**src/rtl/lsu_align_seq_if.sv**
```systemverilog
// ---------------------------------------------------------------------------
// lsu_align_seq_if
// Bundles the core request/response handshake and the data-memory bus seen by
// the load/store sequencer.
//   req_*     : core load/store request (valid, we, funct3, addr, wdata)
//   req_ready : sequencer idle and able to accept
//   busy      : core stall while a request is in flight
//   rsp_*     : one-cycle completion pulse with error flag and load data
//   mem_*     : MemRead/MemWrite/addr/data_in/funct3 to memory, data_out back
// Modports:
//   master : environment side (core drives req_*, memory drives mem_rdata)
//   slave  : sequencer side
// ---------------------------------------------------------------------------
interface lsu_align_seq_if #(
    parameter int ADDR_W = 6
);
    logic              req_valid;
    logic              req_we;
    logic [2:0]        req_funct3;
    logic [ADDR_W-1:0] req_addr;
    logic [31:0]       req_wdata;
    logic              req_ready;
    logic              busy;
    logic              rsp_valid;
    logic              rsp_err;
    logic [31:0]       rsp_rdata;
    logic              mem_read;
    logic              mem_write;
    logic [ADDR_W-1:0] mem_addr;
    logic [31:0]       mem_wdata;
    logic [2:0]        mem_funct3;
    logic [31:0]       mem_rdata;

    modport master (
        output req_valid, req_we, req_funct3, req_addr, req_wdata, mem_rdata,
        input  req_ready, busy, rsp_valid, rsp_err, rsp_rdata,
               mem_read, mem_write, mem_addr, mem_wdata, mem_funct3
    );

    modport slave (
        input  req_valid, req_we, req_funct3, req_addr, req_wdata, mem_rdata,
        output req_ready, busy, rsp_valid, rsp_err, rsp_rdata,
               mem_read, mem_write, mem_addr, mem_wdata, mem_funct3
    );
endinterface

```
**src/rtl/lsu_align_seq.sv**
```systemverilog
// ---------------------------------------------------------------------------
// lsu_align_seq
// Multi-cycle load/store sequencer between the core and a byte-addressable
// data memory. Aligned accesses take one memory beat; with LSU_MISALIGN_EN
// defined, misaligned halfword/word accesses are split into byte beats (lbu/sb)
// and loads are reassembled and extended. Without LSU_MISALIGN_EN, misaligned
// halfword/word requests complete immediately with rsp_err.
// Ports:
//   clk   : rising-edge clock
//   rst_n : asynchronous active-low reset (aborts any request in flight)
//   bus   : lsu_align_seq_if.slave (request, response and memory signals)
// Parameter:
//   ADDR_W : byte-address width, matches the memory address port
// ---------------------------------------------------------------------------
module lsu_align_seq #(
    parameter int ADDR_W = 6
) (
    input  logic           clk,
    input  logic           rst_n,
    lsu_align_seq_if.slave bus
);

    typedef enum logic [1:0] {
        IDLE = 2'd0,
        ACC  = 2'd1,
        DONE = 2'd2
    } state_t;

    state_t            state;
    logic              we_q;
    logic [2:0]        funct3_q;
    logic [ADDR_W-1:0] addr_q;
    logic [31:0]       wdata_q;
    logic              rsp_valid_q;
    logic              rsp_err_q;
    logic [31:0]       rsp_rdata_q;

    logic              req_legal;
    logic              req_misaligned;
    logic              req_err;
    logic              last_beat;
    logic [31:0]       load_value;

    // Legality depends on direction: unsigned loads have no store counterpart.
    always_comb begin
        case (bus.req_funct3)
            3'b000, 3'b001, 3'b010: req_legal = 1'b1;
            3'b100, 3'b101:         req_legal = ~bus.req_we;
            default:                req_legal = 1'b0;
        endcase
    end

    // funct3[1:0] gives the access size; bytes can never be misaligned.
    assign req_misaligned = ((bus.req_funct3[1:0] == 2'b01) && bus.req_addr[0]) ||
                            ((bus.req_funct3[1:0] == 2'b10) && (bus.req_addr[1:0] != 2'b00));

`ifdef LSU_MISALIGN_EN
    logic        split_q;
    logic [1:0]  beat_q;
    logic [31:0] asm_q;
    logic [31:0] asm_next;

    assign req_err   = ~req_legal;
    assign last_beat = ~split_q || (beat_q == (funct3_q[1] ? 2'd3 : 2'd1));

    // The assembly value includes the byte arriving this cycle, so the final
    // beat can hand the complete result straight to rsp_rdata.
    always_comb begin
        asm_next = asm_q;
        asm_next[{beat_q, 3'b000} +: 8] = bus.mem_rdata[7:0];
        load_value = bus.mem_rdata;
        if (split_q) begin
            case (funct3_q)
                3'b001:  load_value = {{16{asm_next[15]}}, asm_next[15:0]};
                3'b101:  load_value = {16'b0, asm_next[15:0]};
                default: load_value = asm_next;
            endcase
        end
    end
`else
    assign req_err    = ~req_legal | req_misaligned;
    assign last_beat  = 1'b1;
    assign load_value = bus.mem_rdata;
`endif

    // Request latch and IDLE -> ACC -> DONE -> IDLE sequencing; response
    // outputs are registered on entry to DONE.
    always_ff @(posedge clk or negedge rst_n) begin
        if (!rst_n) begin
            state       <= IDLE;
            we_q        <= 1'b0;
            funct3_q    <= 3'b000;
            addr_q      <= '0;
            wdata_q     <= 32'b0;
            rsp_valid_q <= 1'b0;
            rsp_err_q   <= 1'b0;
            rsp_rdata_q <= 32'b0;
`ifdef LSU_MISALIGN_EN
            split_q     <= 1'b0;
            beat_q      <= 2'd0;
            asm_q       <= 32'b0;
`endif
        end else begin
            rsp_valid_q <= 1'b0;
            case (state)
                IDLE: begin
                    if (bus.req_valid) begin
                        we_q     <= bus.req_we;
                        funct3_q <= bus.req_funct3;
                        addr_q   <= bus.req_addr;
                        wdata_q  <= bus.req_wdata;
                        if (req_err) begin
                            state       <= DONE;
                            rsp_valid_q <= 1'b1;
                            rsp_err_q   <= 1'b1;
                            rsp_rdata_q <= 32'b0;
                        end else begin
                            state <= ACC;
`ifdef LSU_MISALIGN_EN
                            split_q <= req_misaligned;
                            beat_q  <= 2'd0;
                            asm_q   <= 32'b0;
`endif
                        end
                    end
                end
                ACC: begin
`ifdef LSU_MISALIGN_EN
                    asm_q  <= asm_next;
                    beat_q <= beat_q + 2'd1;
`endif
                    if (last_beat) begin
                        state       <= DONE;
                        rsp_valid_q <= 1'b1;
                        rsp_err_q   <= 1'b0;
                        rsp_rdata_q <= we_q ? 32'b0 : load_value;
                    end
                end
                DONE: begin
                    state     <= IDLE;
                    rsp_err_q <= 1'b0;
                end
                default: state <= IDLE;
            endcase
        end
    end

    // Memory strobes decode the state register directly so an asynchronous
    // reset removes them immediately; everything is zero outside ACC.
    always_comb begin
        bus.mem_read   = 1'b0;
        bus.mem_write  = 1'b0;
        bus.mem_addr   = '0;
        bus.mem_wdata  = 32'b0;
        bus.mem_funct3 = 3'b000;
        if (state == ACC) begin
            bus.mem_read   = ~we_q;
            bus.mem_write  = we_q;
            bus.mem_addr   = addr_q;
            bus.mem_wdata  = wdata_q;
            bus.mem_funct3 = funct3_q;
`ifdef LSU_MISALIGN_EN
            if (split_q) begin
                bus.mem_addr   = addr_q + ADDR_W'(beat_q);
                bus.mem_funct3 = we_q ? 3'b000 : 3'b100;
                bus.mem_wdata  = {24'b0, wdata_q[{beat_q, 3'b000} +: 8]};
            end
`endif
        end
    end

    assign bus.req_ready = (state == IDLE);
    assign bus.busy      = (state != IDLE);
    assign bus.rsp_valid = rsp_valid_q;
    assign bus.rsp_err   = rsp_err_q;
    assign bus.rsp_rdata = rsp_rdata_q;

endmodule
```
**src/flat_wrapper.sv**
```systemverilog
// flat-port wrapper written by rule: the top's interface ports become plain ports
module lsu_align_seq_flat 
#(
    parameter int ADDR_W = 6
)
  (clk, rst_n, bus_req_valid, bus_req_we, bus_req_funct3, bus_req_addr, bus_req_wdata, bus_mem_rdata, bus_req_ready, bus_busy, bus_rsp_valid, bus_rsp_err, bus_rsp_rdata, bus_mem_read, bus_mem_write, bus_mem_addr, bus_mem_wdata, bus_mem_funct3);
  lsu_align_seq_if #(.ADDR_W(ADDR_W)) bus_i ();
  input  logic clk;
  input  logic rst_n;
  input wire logic [$bits(bus_i.req_valid)-1:0] bus_req_valid;
  input wire logic [$bits(bus_i.req_we)-1:0] bus_req_we;
  input wire logic [$bits(bus_i.req_funct3)-1:0] bus_req_funct3;
  input wire logic [$bits(bus_i.req_addr)-1:0] bus_req_addr;
  input wire logic [$bits(bus_i.req_wdata)-1:0] bus_req_wdata;
  input wire logic [$bits(bus_i.mem_rdata)-1:0] bus_mem_rdata;
  output wire logic [$bits(bus_i.req_ready)-1:0] bus_req_ready;
  output wire logic [$bits(bus_i.busy)-1:0] bus_busy;
  output wire logic [$bits(bus_i.rsp_valid)-1:0] bus_rsp_valid;
  output wire logic [$bits(bus_i.rsp_err)-1:0] bus_rsp_err;
  output wire logic [$bits(bus_i.rsp_rdata)-1:0] bus_rsp_rdata;
  output wire logic [$bits(bus_i.mem_read)-1:0] bus_mem_read;
  output wire logic [$bits(bus_i.mem_write)-1:0] bus_mem_write;
  output wire logic [$bits(bus_i.mem_addr)-1:0] bus_mem_addr;
  output wire logic [$bits(bus_i.mem_wdata)-1:0] bus_mem_wdata;
  output wire logic [$bits(bus_i.mem_funct3)-1:0] bus_mem_funct3;
  assign bus_i.req_valid = bus_req_valid;
  assign bus_i.req_we = bus_req_we;
  assign bus_i.req_funct3 = bus_req_funct3;
  assign bus_i.req_addr = bus_req_addr;
  assign bus_i.req_wdata = bus_req_wdata;
  assign bus_i.mem_rdata = bus_mem_rdata;
  assign bus_req_ready = bus_i.req_ready;
  assign bus_busy = bus_i.busy;
  assign bus_rsp_valid = bus_i.rsp_valid;
  assign bus_rsp_err = bus_i.rsp_err;
  assign bus_rsp_rdata = bus_i.rsp_rdata;
  assign bus_mem_read = bus_i.mem_read;
  assign bus_mem_write = bus_i.mem_write;
  assign bus_mem_addr = bus_i.mem_addr;
  assign bus_mem_wdata = bus_i.mem_wdata;
  assign bus_mem_funct3 = bus_i.mem_funct3;
  lsu_align_seq #(.ADDR_W(ADDR_W)) u_core (.clk(clk), .rst_n(rst_n), .bus(bus_i));
endmodule
```
**config.mk**
```make
export PLATFORM = sky130hd
export DESIGN_NAME = lsu_align_seq_flat
export DESIGN_NICKNAME = d
export VERILOG_FILES = /design/src/rtl/lsu_align_seq_if.sv /design/src/rtl/lsu_align_seq.sv /design/src/flat_wrapper.sv
export SDC_FILE = /design/constraint.sdc
export NUM_CORES = 1
export LEC_CHECK = 0
export CORE_MARGIN = 2
export CORE_UTILIZATION = 38
export DETAILED_ROUTE_END_ITERATION = 16
export GPL_TIMING_DRIVEN = 0
export HOLD_SLACK_MARGIN = 0.1
export PLACE_DENSITY = 0.76
export SLEW_MARGIN = 5
export SYNTH_ARGS = -nofsm -noshare
export SYNTH_HDL_FRONTEND = slang
export SYNTH_SLANG_ARGS = --single-unit
```
**constraint.sdc**
```tcl
create_clock -name clk -period 1.8 [get_ports clk]
set_clock_uncertainty 0.1 [all_clocks]
set_input_delay 0.18 -clock clk [delete_from_list [all_inputs] [get_ports clk]]
set_output_delay 0.18 -clock clk [all_outputs]
set_load 0.05 [all_outputs]
```
# ---- Word-level counts from Yosys, hierarchy flattened
# Cells that the tools add are included.
dict set report word_totals {
  register_bits 78
  inputBits 77
  out_inout_bits 79
  elab_cells 56
}
dict set report classes {
  eq_ne 10
  mux 19
  bitwise 4
  reduce_logical 15
}
# op n
set ops {}
lappend ops {{32-bit 2-to-1 mux} 4}
lappend ops {{32-bit one-hot mux with 2 select lines} 1}
lappend ops {{2-bit nonzero test} 4}
lappend ops {{3-bit equality test, second input constant} 2}
lappend ops {{1-bit 2-to-1 mux} 6}
lappend ops {{6-bit 2-to-1 mux} 1}
lappend ops {{1-bit one-hot mux with 2 select lines} 3}
lappend ops {{3-bit AND reduction} 2}
lappend ops {{2-bit by 1-bit equality test with 1-bit output, second input constant} 2}
lappend ops {{2-bit equality test, second input constant} 2}
lappend ops {{2-bit 2-to-1 mux} 2}
lappend ops {{2-bit one-hot mux with 2 select lines} 1}
lappend ops {{2-bit OR reduction} 2}
lappend ops {{3-bit by 1-bit equality test with 1-bit output, second input constant} 1}
lappend ops {{3-bit by 2-bit equality test with 1-bit output, second input constant} 1}
lappend ops {{3-bit logical NOT} 1}
lappend ops {{3-bit 2-to-1 mux} 1}
lappend ops {{1-bit NOT} 3}
lappend ops {{3-bit OR reduction} 1}
lappend ops {{1-bit logical AND} 2}
lappend ops {{2-bit logical NOT} 1}
lappend ops {{2-bit by 1-bit != test with 1-bit output, second input constant} 1}
lappend ops {{2-bit != test, second input constant} 1}
lappend ops {{2-bit AND reduction} 1}
lappend ops {{2 further kinds} 2}

# ---- Logic depth before layout (Yosys ltp)
# Gate-level depths: netlist (run 1).
dict set report depth {
  word_depth 8
  depth_mapped 8
  mapped_depth_nobuf 5
}

# ---- Worst setup path after synthesis (run 1)
# OpenSTA, ideal clock, no wires.
dict set report synth_timing {
  kind {register to register}
  from {reg u_core.state[0]}
  to {reg u_core.rsp_rdata_q[16] (netlist: u_core.bus.rsp_rdata[16])}
  setup_ns 0.079
  t_arrival_ns 2.067
  required_ns 1.621
  setup_slack_ns -0.446
  stages_incl_launch_ff 8
  n_path_buf 2
  synth_period_minus_slack_ns 2.246
  path_cell_list {dfrtp_1 inv_1 ha_1 buf_2 nand2_4 o32ai_4 buf_8 mux2i_1}
}
dict set report synth_via {
  elab_chain_len 3
  elab_cells_between_ends 7
  cone_classes {3 x eq/ne; 1 x mux; 3 x reduce/logical}
}
# element line_no
set synth_rtl {}
lappend synth_rtl {{from (decl)} lsu_align_seq.sv:29} ;# state_t state;
lappend synth_rtl {{from (signal assigned)} lsu_align_seq.sv:90} ;# state <= IDLE;
lappend synth_rtl {{from (signal assigned)} lsu_align_seq.sv:113} ;# state <= DONE;
lappend synth_rtl {{from (signal assigned)} lsu_align_seq.sv:118} ;# state <= ACC;
lappend synth_rtl {{2-bit logical NOT (*)} n/a}
lappend synth_rtl {{net bus_req_ready} flat_wrapper.sv:16} ;# output wire logic [$bits(bus_i.req_ready)-1:0] bus_req_ready;
lappend synth_rtl {{2-bit by 1-bit != test with 1-bit output (no line), or another cell as far along} n/a}
lappend synth_rtl {{3-bit AND reduction (no line)} n/a}
lappend synth_rtl {{to (signal assigned)} lsu_align_seq.sv:136} ;# rsp_rdata_q <= we_q ? 32'b0 : load_value;
lappend synth_rtl {{to (decl)} lsu_align_seq.sv:36} ;# logic [31:0] rsp_rdata_q;
# The timed path passes the listed nets; every way through them passes the cells marked *.
# A chain may end at the register's enable or synchronous reset.

# ---- Worst setup path in the final report (run 1)
dict set report layout_timing {
  from {reg u_core.state[0]}
  to {out bus_mem_read}
}
dict set report layout_via {
  elab_chain_len 2
}
# element line_no
set layout_rtl {}
lappend layout_rtl {{2-bit by 1-bit equality test with 1-bit output} lsu_align_seq.sv:156} ;# if (state == ACC) begin
lappend layout_rtl {{1-bit 2-to-1 mux} lsu_align_seq.sv:156}
lappend layout_rtl {{to (decl)} flat_wrapper.sv:21} ;# output wire logic [$bits(bus_i.mem_read)-1:0] bus_mem_read;
# No other way between the ends.

==> results of run 1 <==
critical path: cells and delay by family (launching register included):
family                     cells  cell delay [ns]
buffers and inverters          4             0.49
DFF                            1             0.43
adders and majority gates      1             0.19
and+or+nand+nor                1             0.12
repair_timing:
item                                    4_1_cts  5_1_grt
resized for setup                           367       76
hold buffers                                  1        0
endpoints found under the setup margin      100      102
cloned                                        4        1
pin swaps                                     1        2
setup buffers                                11        3
endpoints found under the hold margin        39        0
how the worst max path moves through the flow:
stage               slack, ns                       end       startpoint
finish                  -0.04              bus_mem_read  u_core.state[0]
global route            -0.14              bus_mem_read  u_core.state[1]
CTS                     -0.11              bus_mem_read  u_core.state[0]
detailed placement      -0.66              bus_mem_read  u_core.state[1]
global placement        -2.36        u_core.wdata_q[14]            rst_n
floorplan               -0.02  u_core.bus.rsp_rdata[16]  u_core.state[1]
through the flow:
step                area [um^2]  hold WS (ns)  utilization
finish                     6030         0.254        0.659
global route               6030         0.270        0.659
CTS                        5810         0.250        0.635
detailed placement         5300        0.0932        0.579
global placement           5280         0.379        0.577
floorplan                  3590        -0.216            -
power groups by stage:
| stage | clock [W] | sequential [W] | combinational (W) |
|---|---|---|---|
| final | 0.00141 | 0.00276 | 0.00495 |
| after global routing | 0.00155 | 0.00284 | 0.00523 |
| after CTS | 0.00146 | 0.00273 | 0.00474 |
| after detailed placement | 0 | 0.00277 | 0.00425 |
| after global placement | 0 | 0.00272 | 0.00417 |
| after floorplan | 0 | 0.00328 | 0.00237 |
flip-flops by register name, summed over array words and instances (netlist names):
| register | cells |
|---|---|
| u_core.wdata_q | 32 |
| u_core.bus.rsp_err | 1 |
| u_core.funct3_q | 3 |
| u_core.we_q | 1 |
| u_core.state | 2 |
| u_core.addr_q | 6 |
| u_core.bus.rsp_valid | 1 |
| u_core.bus.rsp_rdata | 32 |
metal layers:
layer / wire, um / up-vias / global-route usage
li1: - / 1326 / -
met1: 3700 / 1324 / 0.212
met2: 4470 / 89 / 0.308
met3: 542 / 12 / 0.0472
met4: 162 / 0 / 0.0706
met5: 0 / - / 0
area by class of cell:
class,count,share of cell area
multi-input combinational,165,0.244
inverter,38,0.0236
buffer,17,0.0348
sequential,78,0.323
clock inverter,6,0.0143
tap,111,0.0230
clock buffer,10,0.0211
timing repair buffer,175,0.316
logic make-up after synthesis:
logic type,share of synthesized area
multiplexers,0.223
AO/OA/AOI/OAI,0.0260
adder cells (fa/ha/maj),0.00703
AND/OR/NAND/NOR,0.125
flip-flops,0.548
buffers and inverters,0.0703
cells in the mapped netlist:
library cell | n | share of area
dfrtp_1 | 78 | 0.55
and2_1 | 42 | 0.074
mux2_2 | 42 | 0.13
inv_1 | 38 | 0.040
nand2_1 | 33 | 0.035
mux2i_1 | 32 | 0.090
buf_2 | 8 | 0.011
clkbuf_1 | 6 | 0.0063
buf_8 | 3 | 0.013
ha_1 | 2 | 0.0070
nor2_1 | 2 | 0.0021
a211oi_1 | 1 | 0.0021
a221oi_4 | 1 | 0.0074
a31oi_1 | 1 | 0.0018
nand2_4 | 1 | 0.0032
nor2b_1 | 1 | 0.0018
nor3_1 | 1 | 0.0014
nor4_4 | 1 | 0.0060
o221ai_1 | 1 | 0.0025
o31a_1 | 1 | 0.0025
o31ai_1 | 1 | 0.0021
o32ai_4 | 1 | 0.0077
or4_2 | 1 | 0.0025
cells in the final DEF (no fill, tap or decap), drive strengths merged, types with 3 or more instances in the layout:
master,synthesis,layout
dfrtp,78,78
buf,11,78
clkdlybuf4s50,0,76
mux2,42,42
and2,42,42
inv,38,38
nand2,34,34
mux2i,32,32
dlygate4sd2,0,25
clkbuf,6,13
dlymetal6s2s,0,8
clkinv,0,3
==> impl_results.md, run 1 <==
* Comb power frac at 0.543
* Most used cell, CP: buf_6
* First-pass GRT wire length at 14.1 mm
* Post-Layout Cell Count at 600
* Critical Path RT at approximately 1.5 ns
* Total power at 0.00912 W
* Slowest CP cell: dfrtp_1
* Clk pin slew, worst setup/hold paths at about 0.080 ns
* Final max-slew violation count at 0
* Slew @ Worst Pin at approximately 0.56 ns
* CTS root buffer: clkbuf_8
* Synthesized area per cell at 11.9 um^2
* Clock sink total at 78
* Status: finished with violations
* Syn_nets at 377
* Starting Density at 0.389
* Max Freq at 544 MHz
* Via/cell ratio at 4.59
* Final WS setup at -0.0377 ns
* Sequential Power Share at 0.302
* Final Hold Vio Count at 0
* Sequential fraction of the synthesis area at 0.548
* WP data arrival at 1.56 ns
* Clock buffer depth at 2
* DP Cell Count at 565
* Power per standard cell area at 1510 nW/um^2
* Clk_lat worst skew at 0.34 ns
* Total Routing Usage GR at 0.179
* Register Area at 1950 um^2
* Initial antenna violation count at 0
* Max H-tree Level at 3
* Largest net degree at the start of global routing at 41
* RSZ-0062 raised after global routing: true
* Die width at 101 um
* Unique masters post-synth at 23
* Drt drc at 0
* Crit-path max FO at 5
* Layout Nets at roughly 560
* Routed len/inst at 14.8 um
* PortBufs at roughly 160
* Routed WL at 8.88 mm
* Final count of negative-setup-slack endpoints at 4
* Worst Hold Class: input pin to asynchronous set/reset pin
* Core area at a little over 9000 um^2
* Final period util at 1.02
* Cell Int Power at roughly 0.0055 W
* DP Wirelength at 6.42 mm
* Filler cell count at 715
* Number of I/O pins at 156
* Num rows at 35
* Grt ovf at 0
* R2R Setup Slk at 0 ns
* R2R Path Start: u_core.state[0]
* Post-route minimum period at 1.84 ns
* Share of layout cells above drive strength 1 at 0.350
* Startpoint Class: flip-flop
* Clk pwr share at 0.155
* Worst-path cell chain: ha_4 > buf_6 > nor2b_4 > buf_6 > buf_6 > buf_8
* Max incr delay on CP at about 0.43 ns
* Nature of the critical path endpoint: output pin
* Failing checks: setup timing
* #FFs+latches synth at roughly 80
* RePlAce Congestion at between 0.7 and 0.8
* Via count at 2751
* TNS Setup at -0.0412 ns
* Syn Std Cell Area at 3560 um^2
* Max transition margin at 0.628
* Max-Cap Viols at 0
* LEAKAGE at between 2 and 3 nW
* Layout area overhead at 69.5%
* Footprint of the multi-input gates at 1470 um^2
* Full die area at 10200 um^2
* Peak supply drop at just over 700 uV
* Vias in the first global route at 2968
* DP Worst Slack at -0.661 ns
* Iteration count of the initial detailed-routing pass at 4
* Num CTS Buffers at 9
* Iter 0 DRT Violations at 65
* Switch Pwr at ~0.0036 W
* Reg-to-Reg End: u_core.bus.rsp_rdata[0]
* Synth warnings at 0
* # diodes at 0
* ANT nets after route at 0
* Cells after Synth at 298
* Switching Share at 0.395
* R2R depth at 8
* TritonCTS clock tree: yes
* Setup CP Type: flip-flop to output pin
* Chip Height at 101 um
Power figures use the tool's default switching activity.
==> inputs of run 2 (changes only) <==
--- a/config.mk
+++ b/config.mk
@@ -6,11 +6,11 @@
 export NUM_CORES = 1
 export LEC_CHECK = 0
 export CORE_MARGIN = 2
-export CORE_UTILIZATION = 38
+export CORE_UTILIZATION = 40
 export DETAILED_ROUTE_END_ITERATION = 16
 export GPL_TIMING_DRIVEN = 0
 export HOLD_SLACK_MARGIN = 0.1
-export PLACE_DENSITY = 0.76
+export PLACE_DENSITY = 0.77
 export SLEW_MARGIN = 5
 export SYNTH_ARGS = -nofsm -noshare
 export SYNTH_HDL_FRONTEND = slang
==> constraint.sdc (replaced) <==
create_clock -name clk -period 1.9 [get_ports clk]
set_clock_uncertainty 0.1 [all_clocks]
set_input_delay 0.19 -clock clk [delete_from_list [all_inputs] [get_ports clk]]
set_output_delay 0.19 -clock clk [all_outputs]
set_load 0.05 [all_outputs]
==> impl_results.md, run 2 (synthesized netlist as in run 1, its figures left out) <==
* Die width at 98.3 um
* Routed len/inst at 14.9 um
* First-pass GRT wire length at 13.7 mm
* Nature of the critical path endpoint: output pin
* Via/cell ratio at approximately 4.6
* Status: finished, final reports clean
* Share of layout cells above drive strength 1 at 0.305
* Number of I/O pins at 156
* Via count at 2711
* Max transition margin at 0.640
* RSZ-0062 raised after global routing: true
* Full die area at 9670 um^2
* Total power at 0.00821 W
* Startpoint Class: flip-flop
* Slew @ Worst Pin at ~0.54 ns
* Power per standard cell area at 1420 nW/um^2
* Drt drc at 0
* Clock buffer depth at 2
* Initial antenna violation count at 0
* Max-Cap Viols at 0
* Clk pin slew, worst setup/hold paths at 0.09 ns
* Layout area overhead at 61.9%
* Starting Density at 0.410
* Most common cell after layout, fill and taps aside: clkdlybuf4s50_1
* Largest net degree at the start of global routing at 66
* Clock sink total at 78
* CTS root buffer: clkbuf_8
* Chip Height at just under 100 um
* # diodes at 0
* Max Freq at 534 MHz
* ANT nets after route at 0
* Grt ovf at 0
* Crit-path max FO at 5
* WP data arrival at 1.58 ns
* Num rows at 34
* Filler cell count at 695
* Setup CP Type: flip-flop to output pin
* Final max-slew violation count at 0
* Final count of negative-setup-slack endpoints at 0
* Peak supply drop at 670 uV
* Layout Nets at 556
* Worst Hold Class: input pin to asynchronous set/reset pin
* DP Cell Count at 562
* Num CTS Buffers at 9
* Commonest cells after routing, fill and taps aside: clkdlybuf4s50_1 (109), dfrtp_1 (78), mux2_2 (42)
* Vias in the first global route at 2797
* R2R Setup Slk at around 0.06 ns
* TritonCTS clock tree: yes
* Final period util at 0.986
* Post-Layout Cell Count at 590
* DP Wirelength at 6.14 mm
* PortBufs at 155
* Core area at a little under 9000 um^2
* Iter 0 DRT Violations at 61
* LEAKAGE at between 2 and 2.5 nW
* Clk_lat worst skew at between 0.3 and 0.4 ns
* Total Routing Usage GR at 0.178
* Final Hold Vio Count at 0
* Post-route minimum period at 1.87 ns
* Max H-tree Level at 3
* RePlAce Congestion at 0.771
* Routed WL at 8.78 mm
* Critical Path RT at around 1.6 ns
* Iteration count of the initial detailed-routing pass at 4
run 2: per-stage QoR:
step           setup WS [ns]   util  setup TNS [ns]  hold WS, ns  area, um^2
2_1_floorplan        0.00247      -               0       -0.206        3570
4_1_cts              -0.0816  0.647          -0.169        0.126        5610
3_3_place_gp           -2.27  0.606         -202.61        0.379        5260
3_5_place_dp          -0.591  0.609          -27.55      -0.0305        5290
6_report              0.0264  0.664               0        0.148        5760
5_1_grt              -0.0509  0.664          -0.903        0.134        5760
run 2: layer usage:
layer / up-vias / wire (um) / global-route usage
met5: - / 0 / 0
met4: 0 / 99 / 0.0569
met3: 9 / 648 / 0.0565
met2: 95 / 4320 / 0.291
met1: 1297 / 3710 / 0.225
li1: 1310 / - / -
run 2: area by class of cell:
type / count / area (um^2) / area share
Buffer: 17 / 175 / 0.0304
Inverter: 38 / 143 / 0.0247
Clock buffer: 11 / 141 / 0.0245
Tap cell: 108 / 135 / 0.0234
Timing Repair Buffer: 168 / 1740 / 0.301
Sequential cell: 78 / 1950 / 0.339
Clock inverter: 5 / 58.8 / 0.0102
Multi-Input combinational cell: 165 / 1420 / 0.247
run 2: report_power, final:
group	internal [W]	switching, W
sequential	0.00230	0.000289
combinational	0.00194	0.00243
clock	0.000644	0.000607
run 2: final timing paths:
check | startpoint | to | cells past startpoint
min in group clk | bus_mem_rdata[5] | u_core.bus.rsp_rdata[5] | 3
worst min register to register | u_core.wdata_q[7] | u_core.wdata_q[7] | 1
worst max register to register | u_core.state[0] | u_core.bus.rsp_rdata[1] | 8
worst max-delay path | u_core.state[0] | bus_mem_read | 6
worst min-delay path | rst_n | u_core.wdata_q[27] | 2
max in group asynchronous | rst_n | u_core.wdata_q[21] | 3
run 2: critical path, stage by stage (launching register included):
cell	delay, ns
dfrtp_1	0.42
ha_4	0.18
buf_6	0.13
nor2b_1	0.12
buf_4	0.14
buf_8	0.12
buf_8	0.14
run 2: timing repair:
item,in CTS,in global routing
pin swaps,1,1
setup buffers,2,7
hold buffers,1,0
resized for setup,319,22
setup endpoints to repair,75,72
endpoints found under the hold margin,78,0
gates cloned,0,2
